==> config.mk <==
export PLATFORM = sky130hd
export DESIGN_NAME = deser_queue_param
export DESIGN_NICKNAME = d
export VERILOG_FILES = /design/src/rtl/deser_queue_pkg.sv /design/src/rtl/sync_fwft_queue.sv /design/src/rtl/deser_queue_param.sv
export SDC_FILE = /design/constraint.sdc
export NUM_CORES = 1
export LEC_CHECK = 0
export BUFFER_PORTS_ARGS = -buffer_cell sky130_fd_sc_hd__buf_2
export CAP_MARGIN = 15
export CORE_ASPECT_RATIO = 0.75
export CORE_MARGIN = 3
export CORE_UTILIZATION = 50
export DETAILED_ROUTE_END_ITERATION = 10
export GPL_ROUTABILITY_DRIVEN = 0
export PLACE_DENSITY = 0.69
export REMOVE_ABC_BUFFERS = 1
export SETUP_SLACK_MARGIN = 0.02
export SYNTH_ARGS = -nofsm -noshare
export SYNTH_HDL_FRONTEND = slang
export SYNTH_SLANG_ARGS = --single-unit
==> constraint.sdc <==
create_clock -name clock -period 2.7 [get_ports clock]
set_input_delay 0.27 -clock clock [delete_from_list [all_inputs] [get_ports clock]]
set_output_delay 0.27 -clock clock [all_outputs]
set_load 0.05 [all_outputs]
==> src/rtl/deser_queue_pkg.sv <==
// Shared types and helpers for the serial-to-parallel receiver with word queue.
// Latency: n/a (declarations only).
// Backpressure: n/a.
package deser_queue_pkg;

    // Word assembly: COLLECT accepts serial bits, HOLD parks a finished word
    // that found the queue full and refuses further bits until it is pushed.
    typedef enum logic {
        COLLECT = 1'b0,
        HOLD    = 1'b1
    } asm_state_t;

    // Bit position within the word for the count-th received bit.
    // LSB-first puts the first bit in word[0]; MSB-first in word[data_w-1].
    function automatic int bit_slot(input int count, input int data_w, input bit msb_first);
        return msb_first ? (data_w - 1 - count) : count;
    endfunction

endpackage

==> src/rtl/sync_fwft_queue.sv <==
// First-word-fall-through queue, DEPTH entries of DATA_W bits, head registered.
// Latency: a pushed word is visible on head/len the cycle after the push edge.
// Backpressure: push is ignored when full unless a pop happens on the same edge; pop on empty is ignored.
//
// Ports: clock/reset (async active-low), push/push_data (write side),
//        pop (read side), head (current head word), len (0..DEPTH), full.
module sync_fwft_queue #(
    parameter int  DATA_W = 8,
    parameter int  DEPTH  = 8,
    localparam int LEN_W  = $clog2(DEPTH + 1)
) (
    input  logic              clock,
    input  logic              reset,
    input  logic              push,
    input  logic [DATA_W-1:0] push_data,
    input  logic              pop,
    output logic [DATA_W-1:0] head,
    output logic [LEN_W-1:0]  len,
    output logic              full
);

    localparam int PTR_W = $clog2(DEPTH);

    logic [DATA_W-1:0] mem [DEPTH];
    logic [PTR_W-1:0]  rd_ptr;
    logic [PTR_W-1:0]  wr_ptr;
    logic [PTR_W-1:0]  rd_ptr_nxt;
    logic [LEN_W-1:0]  len_q;
    logic [DATA_W-1:0] head_q;
    logic              do_pop;
    logic              do_push;

    assign full       = (len_q == LEN_W'(DEPTH));
    assign do_pop     = pop && (len_q != '0);
    // A pop on the same edge frees the slot, so a push into a full queue still lands.
    assign do_push    = push && (!full || do_pop);
    assign rd_ptr_nxt = rd_ptr + PTR_W'(1);

    assign head = head_q;
    assign len  = len_q;

    // Storage array carries no reset: contents are only ever read behind len_q.
    always_ff @(posedge clock) begin
        if (do_push) begin
            mem[wr_ptr] <= push_data;
        end
    end

    always_ff @(posedge clock or negedge reset) begin
        if (!reset) begin
            rd_ptr <= '0;
            wr_ptr <= '0;
            len_q  <= '0;
            head_q <= '0;
        end else begin
            if (do_push) begin
                wr_ptr <= wr_ptr + PTR_W'(1);
            end
            if (do_pop) begin
                rd_ptr <= rd_ptr_nxt;
            end
            if (do_push && !do_pop) begin
                len_q <= len_q + LEN_W'(1);
            end else if (!do_push && do_pop) begin
                len_q <= len_q - LEN_W'(1);
            end
            // Head register: the incoming word becomes head when the queue is
            // (or is about to become) empty; otherwise a pop pulls the next entry.
            // Popping the last entry without a push leaves the old value in place.
            if (do_push && ((len_q == '0) || (do_pop && (len_q == LEN_W'(1))))) begin
                head_q <= push_data;
            end else if (do_pop && (len_q != LEN_W'(1))) begin
                head_q <= mem[rd_ptr_nxt];
            end
        end
    end

endmodule

==> src/rtl/deser_queue_param.sv <==
// Serial-to-parallel receiver: assembles DATA_W bits into words and queues them (FWFT, DEPTH entries).
// Latency: a word appears on data_out/len_out the cycle after the edge that samples its last bit.
// Backpressure: a finished word that meets a full queue is parked (status_out=0); bits arriving then are dropped with a drop_out pulse.
//
// Ports: clock/reset (async active-low); data_in + write_in serial input;
//        status_out (1 = accepting bits); dequeue_in pop request;
//        data_out head word; len_out occupancy; full_out; drop_out 1-cycle pulse.
module deser_queue_param #(
    parameter int  DATA_W    = 8,
    parameter int  DEPTH     = 8,
    parameter int  MSB_FIRST = 0,
    parameter int  EDGE_MODE = 1,
    localparam int LEN_W     = $clog2(DEPTH + 1)
) (
    input  logic              clock,
    input  logic              reset,
    input  logic              data_in,
    input  logic              write_in,
    output logic              status_out,
    input  logic              dequeue_in,
    output logic [DATA_W-1:0] data_out,
    output logic [LEN_W-1:0]  len_out,
    output logic              full_out,
    output logic              drop_out
);

    import deser_queue_pkg::*;

    localparam int CNT_W = $clog2(DATA_W);

    // Strobe qualification
    logic wr_q;
    logic dq_q;
    logic wr_stb;
    logic dq_stb;

    // Assembly state
    asm_state_t        state_q, state_d;
    logic [CNT_W-1:0]  cnt_q, cnt_d;
    logic [DATA_W-1:0] asm_q, asm_d;
    logic [DATA_W-1:0] pend_q, pend_d;
    logic              status_q;
    logic              drop_q, drop_d;
    logic [CNT_W-1:0]  slot;
    logic [DATA_W-1:0] word_nxt;

    // Queue interface
    logic              push;
    logic [DATA_W-1:0] push_data;
    logic              pop;
    logic              space;
    logic [LEN_W-1:0]  q_len;
    logic              q_full;

    always_ff @(posedge clock or negedge reset) begin
        if (!reset) begin
            wr_q <= 1'b0;
            dq_q <= 1'b0;
        end else begin
            wr_q <= write_in;
            dq_q <= dequeue_in;
        end
    end

    // Edge mode: act only on the cycle the strobe is first seen high.
    assign wr_stb = (EDGE_MODE != 0) ? (write_in && !wr_q)   : write_in;
    assign dq_stb = (EDGE_MODE != 0) ? (dequeue_in && !dq_q) : dequeue_in;

    assign pop   = dq_stb && (q_len != '0);
    assign space = !q_full || pop;

    always_ff @(posedge clock or negedge reset) begin
        if (!reset) begin
            state_q  <= COLLECT;
            cnt_q    <= '0;
            asm_q    <= '0;
            pend_q   <= '0;
            status_q <= 1'b1;
            drop_q   <= 1'b0;
        end else begin
            state_q  <= state_d;
            cnt_q    <= cnt_d;
            asm_q    <= asm_d;
            pend_q   <= pend_d;
            status_q <= (state_d == COLLECT);
            drop_q   <= drop_d;
        end
    end

    always_comb begin
        state_d   = state_q;
        cnt_d     = cnt_q;
        asm_d     = asm_q;
        pend_d    = pend_q;
        drop_d    = 1'b0;
        push      = 1'b0;
        push_data = asm_q;
        slot      = CNT_W'(bit_slot(int'(cnt_q), DATA_W, MSB_FIRST != 0));
        word_nxt  = asm_q;
        word_nxt[slot] = data_in;

        case (state_q)
            COLLECT: begin
                if (wr_stb) begin
                    asm_d = word_nxt;
                    if (cnt_q == CNT_W'(DATA_W - 1)) begin
                        cnt_d = '0;
                        if (space) begin
                            push      = 1'b1;
                            push_data = word_nxt;
                        end else begin
                            pend_d  = word_nxt;
                            state_d = HOLD;
                        end
                    end else begin
                        cnt_d = cnt_q + CNT_W'(1);
                    end
                end
            end
            HOLD: begin
                // Bits are refused for the whole cycle status_out reads 0,
                // including the edge on which the parked word finally drains.
                drop_d = wr_stb;
                if (space) begin
                    push      = 1'b1;
                    push_data = pend_q;
                    state_d   = COLLECT;
                end
            end
            default: begin
                state_d = COLLECT;
            end
        endcase
    end

    sync_fwft_queue #(
        .DATA_W (DATA_W),
        .DEPTH  (DEPTH)
    ) u_queue (
        .clock     (clock),
        .reset     (reset),
        .push      (push),
        .push_data (push_data),
        .pop       (pop),
        .head      (data_out),
        .len       (q_len),
        .full      (q_full)
    );

    assign len_out    = q_len;
    assign full_out   = q_full;
    assign status_out = status_q;
    assign drop_out   = drop_q;

endmodule

==> results_dict.tcl <==
set metrics [dict create \
    period_share_pct 90.6 \
    setup_viol 0 \
    ant_nets 0 \
    n_antenna_cell 0 \
    antenna_found_initial 0 \
    layout_min_cycle_time_ps 2450 \
    first_iter_violations 174 \
    dieWidth_um 119 \
    path_class "flop to flop" \
    port_buffers 19 \
    setup_tns_ps 0 \
    crit_fanout 6 \
    nets 369 \
    rrSetupSlack_ps 250 \
    drt-vias-per-instance 5.85 \
    status "finished, final reports clean" \
    cts_tree "yes" \
    routed_wl_mm 9.30 \
    drt_pre_antenna_iters 4 \
    grt_pass1_vias 2728 \
    drv_cap 0 \
    timing.hold.ws_ps 62.6 \
    ys_seq_elements 106 \
    drive_above_1_share_pct 20.5 \
    slew_viol_final 0 \
    worstSkewPairLatency_ps 350 \
    timing.rr.start "u_queue.len[1]" \
    start_util_pct 52.1 \
    holdCritPathClass "primary input to asynchronous set/reset pin" \
    post_cts_buffers 0 \
    yosys_warnings 0 \
    hpwl_mm 6.61 \
    worst_pin_slew_ps 940 \
    power.leakage_nw 2.07 \
    relSlewSlack_pct 37.3 \
    htree_levels 3 \
    max_freq_ghz 0.409 \
    r2r_end "u_queue.len[3]" \
    netlist-cell-type-count 57 \
    core_um2 9160 \
    drc 0 \
    total_power_w 0.00612 \
    ir_worst_vdd_mv 0.682 \
    synth_ff_type "edfxtp_1" \
    async_flop_share_pct 39.6 \
    cp-start-kind "flop" \
    root_buffer "clkbuf_16" \
    die_area_um2 10800 \
    rsz0062_at_grt "no" \
    reg2reg_depth 11 \
    grt_overflow 0 \
    syn_inst 322 \
    pin_count 20 \
    synth_edf_count 64 \
    worstPathArrival_ps 2720 \
    grtUsageTotal_pct 18.2 \
    numCtsBuffers 9 \
    clockBufferDepth 2 \
    grt_max_degree 43 \
    layout_common_cells "64 x edfxtp_1, 41 x dfrtp_1, 34 x nor2_1" \
    required_ps 2970 \
    rows 30 \
    grt_pass1_wl_mm 15.1 \
    seq_area_frac_synth_pct 62.3 \
    syn_avg_cell_area_um2 14.8 \
    power_density_nw_per_um2 1140 \
    final_common_cell "edfxtp_1" \
    die_h_um 90.6 \
    hold_viol 0 \
    area_growth_syn_to_layout_pct 12.7 \
    skew_ps 8.45 \
    via_count 2863 \
    syn-cell-area_um2 4770 \
    cts.clk_slew.worst_paths_ps 70 \
    end_kind "flop" \
    setup.worst_path.end "u_queue.len[3]" \
    numClockSinks 106 \
    startpoint "u_queue.len[1]" \
    wl_per_cell_um 19.0 \
    hold_buffers 0 \
]
## worst min path at each step
stage                     startpoint             end  cells after the start
after floorplan                reset        asm_q[0]                      0
after global placement    dequeue_in            dq_q                      1
after detailed placement    write_in            wr_q                      1
after CTS                 dequeue_in            dq_q                      1
after global routing      dequeue_in            dq_q                      1
final                          reset  u_queue.len[1]                      1
## final cells by class
type	instances	area, µm²
tap	128	160
timing repair buffer	40	253
inverter	12	45.0
clock buffer	11	275
multi-input combinational	187	1630
clock inverter	5	37.5
sequential	106	2970
fill	737	3780
## state kept, by name, indices dropped and copies added (netlist names)
register	cells
asm_q	8
cnt_q	3
dq_q	1
drop_out	1
pend_q	8
state_q	1
status_out	1
u_queue.head	8
u_queue.len	4
u_queue.mem	64
u_queue.rd_ptr	3
u_queue.wr_ptr	3
wr_q	1
## routing by layer
| metal | routed length, µm | vias to the layer above | GRT usage, % | part of all wire, % |
|---|---|---|---|---|
| li1 | - | 1325 | - | - |
| met1 | 4540 | 1450 | 27.3 | 49 |
| met2 | 4200 | 81 | 26.6 | 45 |
| met3 | 493 | 7 | 4.70 | 5.3 |
| met4 | 61 | 0 | 4.63 | 0.66 |
| met5 | 0 | - | 0 | 0 |
## synthesized netlist by cell type (6+ instances only)
| library cell | count | area share [%] |
|---|---|---|
| mux2i_1 | 13 | 2.7 |
| edfxtp_1 | 64 | 40 |
| o221ai_1 | 6 | 1.1 |
| inv_1 | 12 | 0.94 |
| dfrtp_1 | 41 | 21 |
| a21oi_1 | 19 | 2.0 |
| a2111o_1 | 7 | 1.7 |
| ha_1 | 8 | 2.1 |
| mux4_1 | 12 | 6.6 |
| nand2_1 | 8 | 0.63 |
| nor2_1 | 34 | 2.7 |
## report_power, final
part	internal, W	total [W]	switching, W
combinational	0.000893	0.00233	0.00144
clock	0.000745	0.00134	0.000591
sequential	0.00218	0.00245	0.000267
total	0.00382	0.00612	0.00230
## timing repair
| action | 4_1_cts | 5_1_grt |
|---|---|---|
| endpoints found under the hold margin | 0 | 0 |
| resized for setup | 0 | 2 |
| endpoints found under the setup margin | 0 | 1 |
## critical path, cell delays in order, from the launching register on
cell	delay [ps]
dfrtp_1	440
inv_1	100
ha_2	230
nand3b_1	150
inv_2	110
nand2_1	70
nand2_1	100
inv_1	70
ha_1	250
or4_1	530
a21oi_1	190
xor2_1	150
## stage by stage
step,util [%],std cells,cell area (µm²),setup WS [ps]
final,58.7,489,5380,253
after global routing,58.7,489,5380,42.0
after floorplan,-,305,4650,-622
after detailed placement,55.3,473,5060,238
after CTS,58.7,489,5380,211
after global placement,55.3,473,5060,340
## kinds of logic (layout without fill, tap and decap cells)
logic type | count (synthesis) | in the layout | synth area share, %
flops | 106 | 106 | 62.3
fa+ha+maj | 8 | 8 | 2.10
compound gates | 63 | 63 | 10.1
buf+inv | 29 | 68 | 3.51
xor+xnor | 9 | 9 | 1.81
simple gates | 73 | 73 | 7.74
mux | 34 | 34 | 12.4
Power figures use the tool's default switching activity.
